File: src/rtl/vga_pkg.sv
// Shared VGA timing types, standard mode presets and a helper that sums
// one axis of a timing description.
package vga_pkg;

    typedef struct packed {
        int unsigned visible;
        int unsigned front;
        int unsigned sync;
        int unsigned back;
    } vga_axis_t;

    typedef struct packed {
        vga_axis_t h;
        vga_axis_t v;
    } vga_timing_t;

    localparam vga_timing_t VGA_640X480_60 = '{
        h: '{visible: 640, front: 16, sync: 96,  back: 48},
        v: '{visible: 480, front: 10, sync: 2,   back: 33}
    };

    localparam vga_timing_t VGA_800X600_60 = '{
        h: '{visible: 800, front: 40, sync: 128, back: 88},
        v: '{visible: 600, front: 1,  sync: 4,   back: 23}
    };

    function automatic int unsigned axis_total(vga_axis_t a);
        return a.visible + a.front + a.sync + a.back;
    endfunction

endpackage

File: src/rtl/vga_pixel_tick.sv
// Pixel-rate clock enable: counts system clocks while en is high and pulses
// pix_tick on the last clock of every CLK_DIV-clock pixel period.
module vga_pixel_tick #(
    parameter int CLK_DIV = 4
) (
    input  logic clk,
    input  logic rst_n,
    input  logic en,
    output logic pix_tick
);

    localparam int DIV_W = (CLK_DIV > 1) ? $clog2(CLK_DIV) : 1;
    localparam logic [DIV_W-1:0] DIV_LAST = DIV_W'(CLK_DIV - 1);

    logic [DIV_W-1:0] div_cnt;

    // Phase is held while en is low, so a paused pixel resumes where it stopped.
    always_ff @(posedge clk) begin
        if (!rst_n) begin
            div_cnt <= '0;
        end else if (en) begin
            div_cnt <= (div_cnt == DIV_LAST) ? '0 : div_cnt + 1'b1;
        end
    end

    // Gated by rst_n so no tick is presented while reset is being applied.
    assign pix_tick = rst_n && en && (div_cnt == DIV_LAST);

endmodule

File: src/rtl/vga_timing_gen.sv
// Parametrised VGA raster generator: pixel enable, h/v counters and a
// registered sync/blank/coordinate decode one clock behind the counters.
module vga_timing_gen
    import vga_pkg::*;
#(
    parameter int H_VISIBLE = VGA_640X480_60.h.visible,
    parameter int H_FRONT   = VGA_640X480_60.h.front,
    parameter int H_SYNC    = VGA_640X480_60.h.sync,
    parameter int H_BACK    = VGA_640X480_60.h.back,
    parameter int V_VISIBLE = VGA_640X480_60.v.visible,
    parameter int V_FRONT   = VGA_640X480_60.v.front,
    parameter int V_SYNC    = VGA_640X480_60.v.sync,
    parameter int V_BACK    = VGA_640X480_60.v.back,
    parameter bit HSYNC_POL = 1'b0,
    parameter bit VSYNC_POL = 1'b0,
    parameter int CLK_DIV   = 4,
    parameter int CNT_W     = 10
) (
    input  logic             clk,
    input  logic             rst_n,
    input  logic             en,
    output logic             pix_tick,
    output logic             h_sync,
    output logic             v_sync,
    output logic             de,
    output logic [CNT_W-1:0] x,
    output logic [CNT_W-1:0] y,
    output logic             line_start,
    output logic             frame_start
);

    localparam vga_axis_t H_AXIS = '{visible: H_VISIBLE, front: H_FRONT, sync: H_SYNC, back: H_BACK};
    localparam vga_axis_t V_AXIS = '{visible: V_VISIBLE, front: V_FRONT, sync: V_SYNC, back: V_BACK};
    localparam int H_TOTAL = int'(axis_total(H_AXIS));
    localparam int V_TOTAL = int'(axis_total(V_AXIS));
    localparam int EW      = CNT_W + 1;

    localparam logic [CNT_W-1:0] H_LAST = CNT_W'(H_TOTAL - 1);
    localparam logic [CNT_W-1:0] V_LAST = CNT_W'(V_TOTAL - 1);
    localparam logic [EW-1:0] H_DE_END = EW'(H_VISIBLE);
    localparam logic [EW-1:0] H_SS     = EW'(H_VISIBLE + H_FRONT);
    localparam logic [EW-1:0] H_SE     = EW'(H_VISIBLE + H_FRONT + H_SYNC);
    localparam logic [EW-1:0] V_DE_END = EW'(V_VISIBLE);
    localparam logic [EW-1:0] V_SS     = EW'(V_VISIBLE + V_FRONT);
    localparam logic [EW-1:0] V_SE     = EW'(V_VISIBLE + V_FRONT + V_SYNC);

    if (longint'(H_TOTAL) > (longint'(1) << CNT_W) ||
        longint'(V_TOTAL) > (longint'(1) << CNT_W) || CLK_DIV < 1) begin : g_bad_params
        $error("vga_timing_gen: totals exceed counter width or CLK_DIV < 1");
    end

    vga_pixel_tick #(.CLK_DIV(CLK_DIV)) u_pixel_tick (
        .clk      (clk),
        .rst_n    (rst_n),
        .en       (en),
        .pix_tick (pix_tick)
    );

    logic [CNT_W-1:0] h_cnt;
    logic [CNT_W-1:0] v_cnt;

    always_ff @(posedge clk) begin
        if (!rst_n) begin
            h_cnt <= '0;
            v_cnt <= '0;
        end else if (pix_tick) begin
            if (h_cnt == H_LAST) begin
                h_cnt <= '0;
                v_cnt <= (v_cnt == V_LAST) ? '0 : v_cnt + 1'b1;
            end else begin
                h_cnt <= h_cnt + 1'b1;
            end
        end
    end

    logic [EW-1:0] h_ext;
    logic [EW-1:0] v_ext;
    logic          de_next;
    logic          hs_act;
    logic          vs_act;

    // Extended compare width so a sync or visible end equal to 2^CNT_W still works.
    always_comb begin
        h_ext   = {1'b0, h_cnt};
        v_ext   = {1'b0, v_cnt};
        de_next = (h_ext < H_DE_END) && (v_ext < V_DE_END);
        hs_act  = (h_ext >= H_SS) && (h_ext < H_SE);
        vs_act  = (v_ext >= V_SS) && (v_ext < V_SE);
    end

    logic             hs_q;
    logic             vs_q;
    logic             de_q;
    logic [CNT_W-1:0] x_q;
    logic [CNT_W-1:0] y_q;
    logic             ls_q;
    logic             fs_q;
    logic             new_pix;

    // new_pix marks that the counters moved on the previous tick, so the line
    // and frame pulses fire on a wrap but not on the (0,0) left by reset.
    always_ff @(posedge clk) begin
        if (!rst_n) begin
            hs_q    <= ~HSYNC_POL;
            vs_q    <= ~VSYNC_POL;
            de_q    <= 1'b0;
            x_q     <= '0;
            y_q     <= '0;
            ls_q    <= 1'b0;
            fs_q    <= 1'b0;
            new_pix <= 1'b0;
        end else if (en) begin
            hs_q    <= hs_act ? HSYNC_POL : ~HSYNC_POL;
            vs_q    <= vs_act ? VSYNC_POL : ~VSYNC_POL;
            de_q    <= de_next;
            x_q     <= de_next ? h_cnt : '0;
            y_q     <= de_next ? v_cnt : '0;
            ls_q    <= new_pix && (h_cnt == '0);
            fs_q    <= new_pix && (h_cnt == '0) && (v_cnt == '0);
            new_pix <= pix_tick;
        end
    end

    assign h_sync      = hs_q;
    assign v_sync      = vs_q;
    assign de          = de_q;
    assign x           = x_q;
    assign y           = y_q;
    assign line_start  = ls_q && en;
    assign frame_start = fs_q && en;

endmodule
File: config.mk
export PLATFORM = sky130hd
export DESIGN_NAME = vga_timing_gen
export DESIGN_NICKNAME = d
export VERILOG_FILES = /design/src/rtl/vga_pkg.sv /design/src/rtl/vga_pixel_tick.sv /design/src/rtl/vga_timing_gen.sv
export SDC_FILE = /design/constraint.sdc
export NUM_CORES = 1
export LEC_CHECK = 0
export ABC_AREA = 0
export ABC_CLOCK_PERIOD_IN_PS = 2300
export CAP_MARGIN = 20
export CORE_ASPECT_RATIO = 0.6
export CORE_MARGIN = 4
export CORE_UTILIZATION = 53
export DETAILED_ROUTE_END_ITERATION = 8
export GPL_ROUTABILITY_DRIVEN = 1
export GPL_TIMING_DRIVEN = 0
export PLACE_DENSITY = 0.78
export SLEW_MARGIN = 20
export SYNTH_ARGS = -nofsm -noshare
export SYNTH_HDL_FRONTEND = slang
export SYNTH_HIERARCHICAL = 1
export SYNTH_SLANG_ARGS = --single-unit
export TNS_END_PERCENT = 20
File: constraint.sdc
create_clock -name clk -period 2.3 [get_ports clk]
set_input_delay 0.69 -clock clk [delete_from_list [all_inputs] [get_ports clk]]
set_output_delay 0.69 -clock clk [all_outputs]
set_load 0.05 [all_outputs]
==> results.txt <==
----------------------------------------------------
[Synthesis]
  Area share of xor/xnor cells in the synthesized design ... between 4 and 5%
  Seq cells post-synth ... 48
  Top FF cell, synth ... dfxtp_1
  Synth top area cells ... dfxtp_1, a22o_1, ha_1, nand2_1, xor2_1
  Main combinational cell family by area after synthesis ... simple AND/OR/NAND/NOR gates
  Number of enable-type register cells in the synthesized netlist ... 0
  Synth unique cells ... between 40 and 50
  Proportion of register bits with asynchronous set or reset after synthesis ... 0%
  Post-Synth Adder-Cell Area ... under 10%
  Compound-gate portion of the synthesized area ... between 10% and 20%
  Sequential fraction of the synthesis area ... between 40% and 50%
  Post-Syn Area per Cell ... slightly below 10 um^2
  Share of the synthesized area in the top cell type ... a little under half
  Yosys Warn Count ... 6
  Mux cell area share after synthesis ... about 2%
  Most repeated cell in the gate-level netlist after synthesis ... dfxtp_1
  Synth top cells by count ... dfxtp_1, a22o_1, nand2_1, nor2_1, nand3_1
  Most area-hungry cell type in the Yosys netlist ... dfxtp_1
  Synthesized area ... roughly 2000 um^2
  Total nets after synthesis ... approximately 220
  Post-Syn Instances ... 207
  Simple-gate share of the synthesized area ... approximately a quarter

[Critical path]
  Arrival time reported for the critical path endpoint ... between 1.5 and 2 ns
  CP required ... ~1.6 ns
  Crit Path Category ... in2out
  Worst path buffer plus inverter count ... 3
  Cells along the critical path ... dlygate4sd2_1 -> buf_6 -> and2_1 -> buf_4
  Crit path max-delay cell type ... dlygate4sd2_1
  Delay contributed by the slowest stage of the critical path ... roughly 0.30 ns
  Reg2reg setup slack ... ~0.40 ns
  Cell class contributing the biggest share of worst-path delay ... buffers and inverters
  Largest driver fanout on the critical path ... 9
  Type of destination of the critical path ... output pin
  Crit path launch type ... input pin

[STA]
  Actual slew at the worst max-slew pin ... just under 0.6 ns
  Final number of setup-violating endpoints ... 0
  Setup repair after global routing missed its margin ... no
  Slew margin rel. ... between 60% and 70%
  Setup Skew ... 0.00761 ns
  Number of slew-limit violations in the final report ... 0
  Max Fclk ... 454 MHz
  Number of hold violations in the final report ... 0
  Min Tclk post-route ... between 2 and 2.5 ns
  Tcrit/Tclk final ... between 90% and 100%

[Finish]
  Number of inserted diodes ... 0
  Share of layout cells above drive strength 1 ... 11.4%
  Layout Cell Area excl Fill ... about 2500 um^2
  Layout Nets ... ~250
  Post-layout utilization of the core ... between 60% and 70%
  Fill cells ... between 300 and 400
  Post-synthesis to final-layout area growth ... 22.3%

[Global route]
  Residual overflow from global routing ... 0
  First-pass GRT wire length ... around 7300 um
  Total Routing Usage GR ... roughly 19%
  Pin count of the biggest net entering global routing ... 15
  Number of global-route vias before repair ... about 1.5k
  Initial antenna violation count ... 0

[CTS]
  Count of hold buffers inserted by post-cts repair ... 0
  Clock root cell ... clkbuf_8
  Worst-Skew Late Latency ... approximately 0.31 ns
  Cts bufs inserted ... 5
  Clock tree sinks ... 48
  CTS tree ... yes
  Register clock-pin slew on the reported worst setup and hold paths ... roughly 0.080 ns
  Number of buffers on the longest clock path ... 2
  Number of H-tree branching levels ... 2

[Drt]
  Post-detailed-route via-to-cell ratio ... ~5.7
  Detail-routed net length per standard cell ... approximately 15 um
  DRC violation count after routing ... 0
  Violation count after the first detailed-route iteration ... ~120
  Routed via count ... 1675
  Wire length reported by the detailed router ... between 4000 and 5000 um
  Drt first pass iters ... 4
  Residual antenna-violating net count after detailed routing ... 0

[Placement]
  Count of input and output buffers ... 28
  Placement Cell Area ... roughly 2400 um^2
  Last weighted congestion value of the routability-driven placer ... roughly 0.85
  Detailed placer's ending HPWL ... 3140 um

[Floorplan]
  Die width ... between 80 and 90 um
  Area of the die ... about 5000 um^2
  Core Box Area ... approximately 3700 um^2
  Vertical extent of the die ... 56.0 um
  Count of standard-cell rows ... 17
  Initial core utilization ... 55.4%
  I/O Pins ... 29

[Power and ir drop]
  Power per standard cell area ... 555 nW/um^2
  IR drop worst, VDD ... roughly 0.00044 V
  Leakage component of the power ... ~1 nW

[Min path]
  Path type of the worst min-delay path ... reg2reg

[Status]
  Outcome ... finished, final reports clean

[Run]
  Max-cap check violation count ... 0

----------------------------------------------------
## final cells by class
class / count / area [um^2] / area share [%]
clock inverters: 2 / 12.5 / 0.502
well taps: 47 / 58.8 / 2.36
plain buffers: 13 / 73.8 / 2.96
multi-input cells: 141 / 1000 / 40.1
flip-flops and latches: 48 / 961 / 38.5
inverters: 5 / 18.8 / 0.753
clock buffers: 5 / 68.8 / 2.76
repair buffers: 31 / 300 / 12.0
## per-stage QoR
| step | cells | setup TNS [ns] | worst slack [ns] | total power [mW] | hold slack [ns] |
|---|---|---|---|---|---|
| 4_1_cts | 289 | -0.0383 | -0.0383 | 1.39 | 0.453 |
| 2_1_floorplan | 207 | 0 | 0.0576 | 0.894 | 0.419 |
| 3_3_place_gp | 282 | -14.70 | -0.822 | 0.911 | 0.426 |
| 6_report | 292 | 0 | 0.0961 | 1.38 | 0.448 |
| 5_1_grt | 292 | 0 | 0.0454 | 1.43 | 0.467 |
| 3_5_place_dp | 282 | -15.40 | -0.863 | 0.912 | 0.434 |
## report_power, final
part / total (mW) / switching (mW) / internal, mW
Sequential: 0.837 / 0.00268 / 0.834
Combinational: 0.0570 / 0.0367 / 0.0203
Clock: 0.491 / 0.284 / 0.206
## final timing paths
path / from / end / cells after the start
worst max-delay path: en / line_start / 4
worst min-delay path: ls_q$_SDFFE_PN0P_ / ls_q$_SDFFE_PN0P_ / 1
worst max register to register: u_pixel_tick/div_cnt[0]$_SDFFE_PN0P_ / v_cnt[3]$_SDFFE_PN0P_ / 7
worst min register to register: ls_q$_SDFFE_PN0P_ / ls_q$_SDFFE_PN0P_ / 1
## flip-flops by register name, summed over array words and instances, names as in the netlist
signal,count
ls_q,1
de,1
v_cnt,10
v_sync,1
x,10
fs_q,1
u_pixel_tick/div_cnt,2
new_pix,1
y,10
h_cnt,10
h_sync,1
## cell usage in the layout (no fill, tap or decap), types with 3 or more instances in the layout
| master | Yosys | final |
|---|---|---|
| a21oi_1 | 6 | 6 |
| a22o_1 | 19 | 19 |
| and2_1 | 6 | 6 |
| and3_1 | 3 | 3 |
| and4_1 | 4 | 4 |
| buf_2 | 5 | 4 |
| buf_4 | 1 | 6 |
| buf_6 | 1 | 3 |
| clkbuf_1 | 6 | 5 |
| clkbuf_8 | 0 | 5 |
| clkdlybuf4s50_1 | 0 | 23 |
| dfxtp_1 | 48 | 48 |
| ha_1 | 5 | 5 |
| inv_1 | 5 | 5 |
| mux2i_1 | 4 | 4 |
| nand2_1 | 14 | 14 |
| nand3_1 | 10 | 10 |
| nand4_1 | 5 | 5 |
| nor2_1 | 11 | 11 |
| nor2b_1 | 7 | 7 |
| nor4_1 | 4 | 4 |
| o21ai_0 | 6 | 5 |
| or3_1 | 3 | 3 |
| xnor2_1 | 4 | 4 |
| xor2_1 | 6 | 6 |
## metal layers
layer | up-vias | global-route usage [%] | wire (um)
li1 | 823 | - | -
met4 | 0 | 5.17 | 28
met1 | 792 | 30.6 | 2370
met3 | 4 | 6.51 | 340
met2 | 56 | 23.8 | 1770
met5 | - | 0 | 0
## cells by family (layout without fill, tap and decap cells)
group	count (synthesis)	count (layout)
XOR/XNOR	10	10
adder cells (fa/ha/maj)	5	5
buffers and inverters	18	56
AND/OR/NAND/NOR	80	80
flip-flops	48	48
multiplexers	4	4
AO/OA/AOI/OAI	42	42
## repair_timing
item                       4_1_cts  5_1_grt
pin swaps                        1        1
gates resized for setup         25        2
setup endpoints to repair       21       17
setup buffers                    0        3
(Power assumes the default switching activity.)
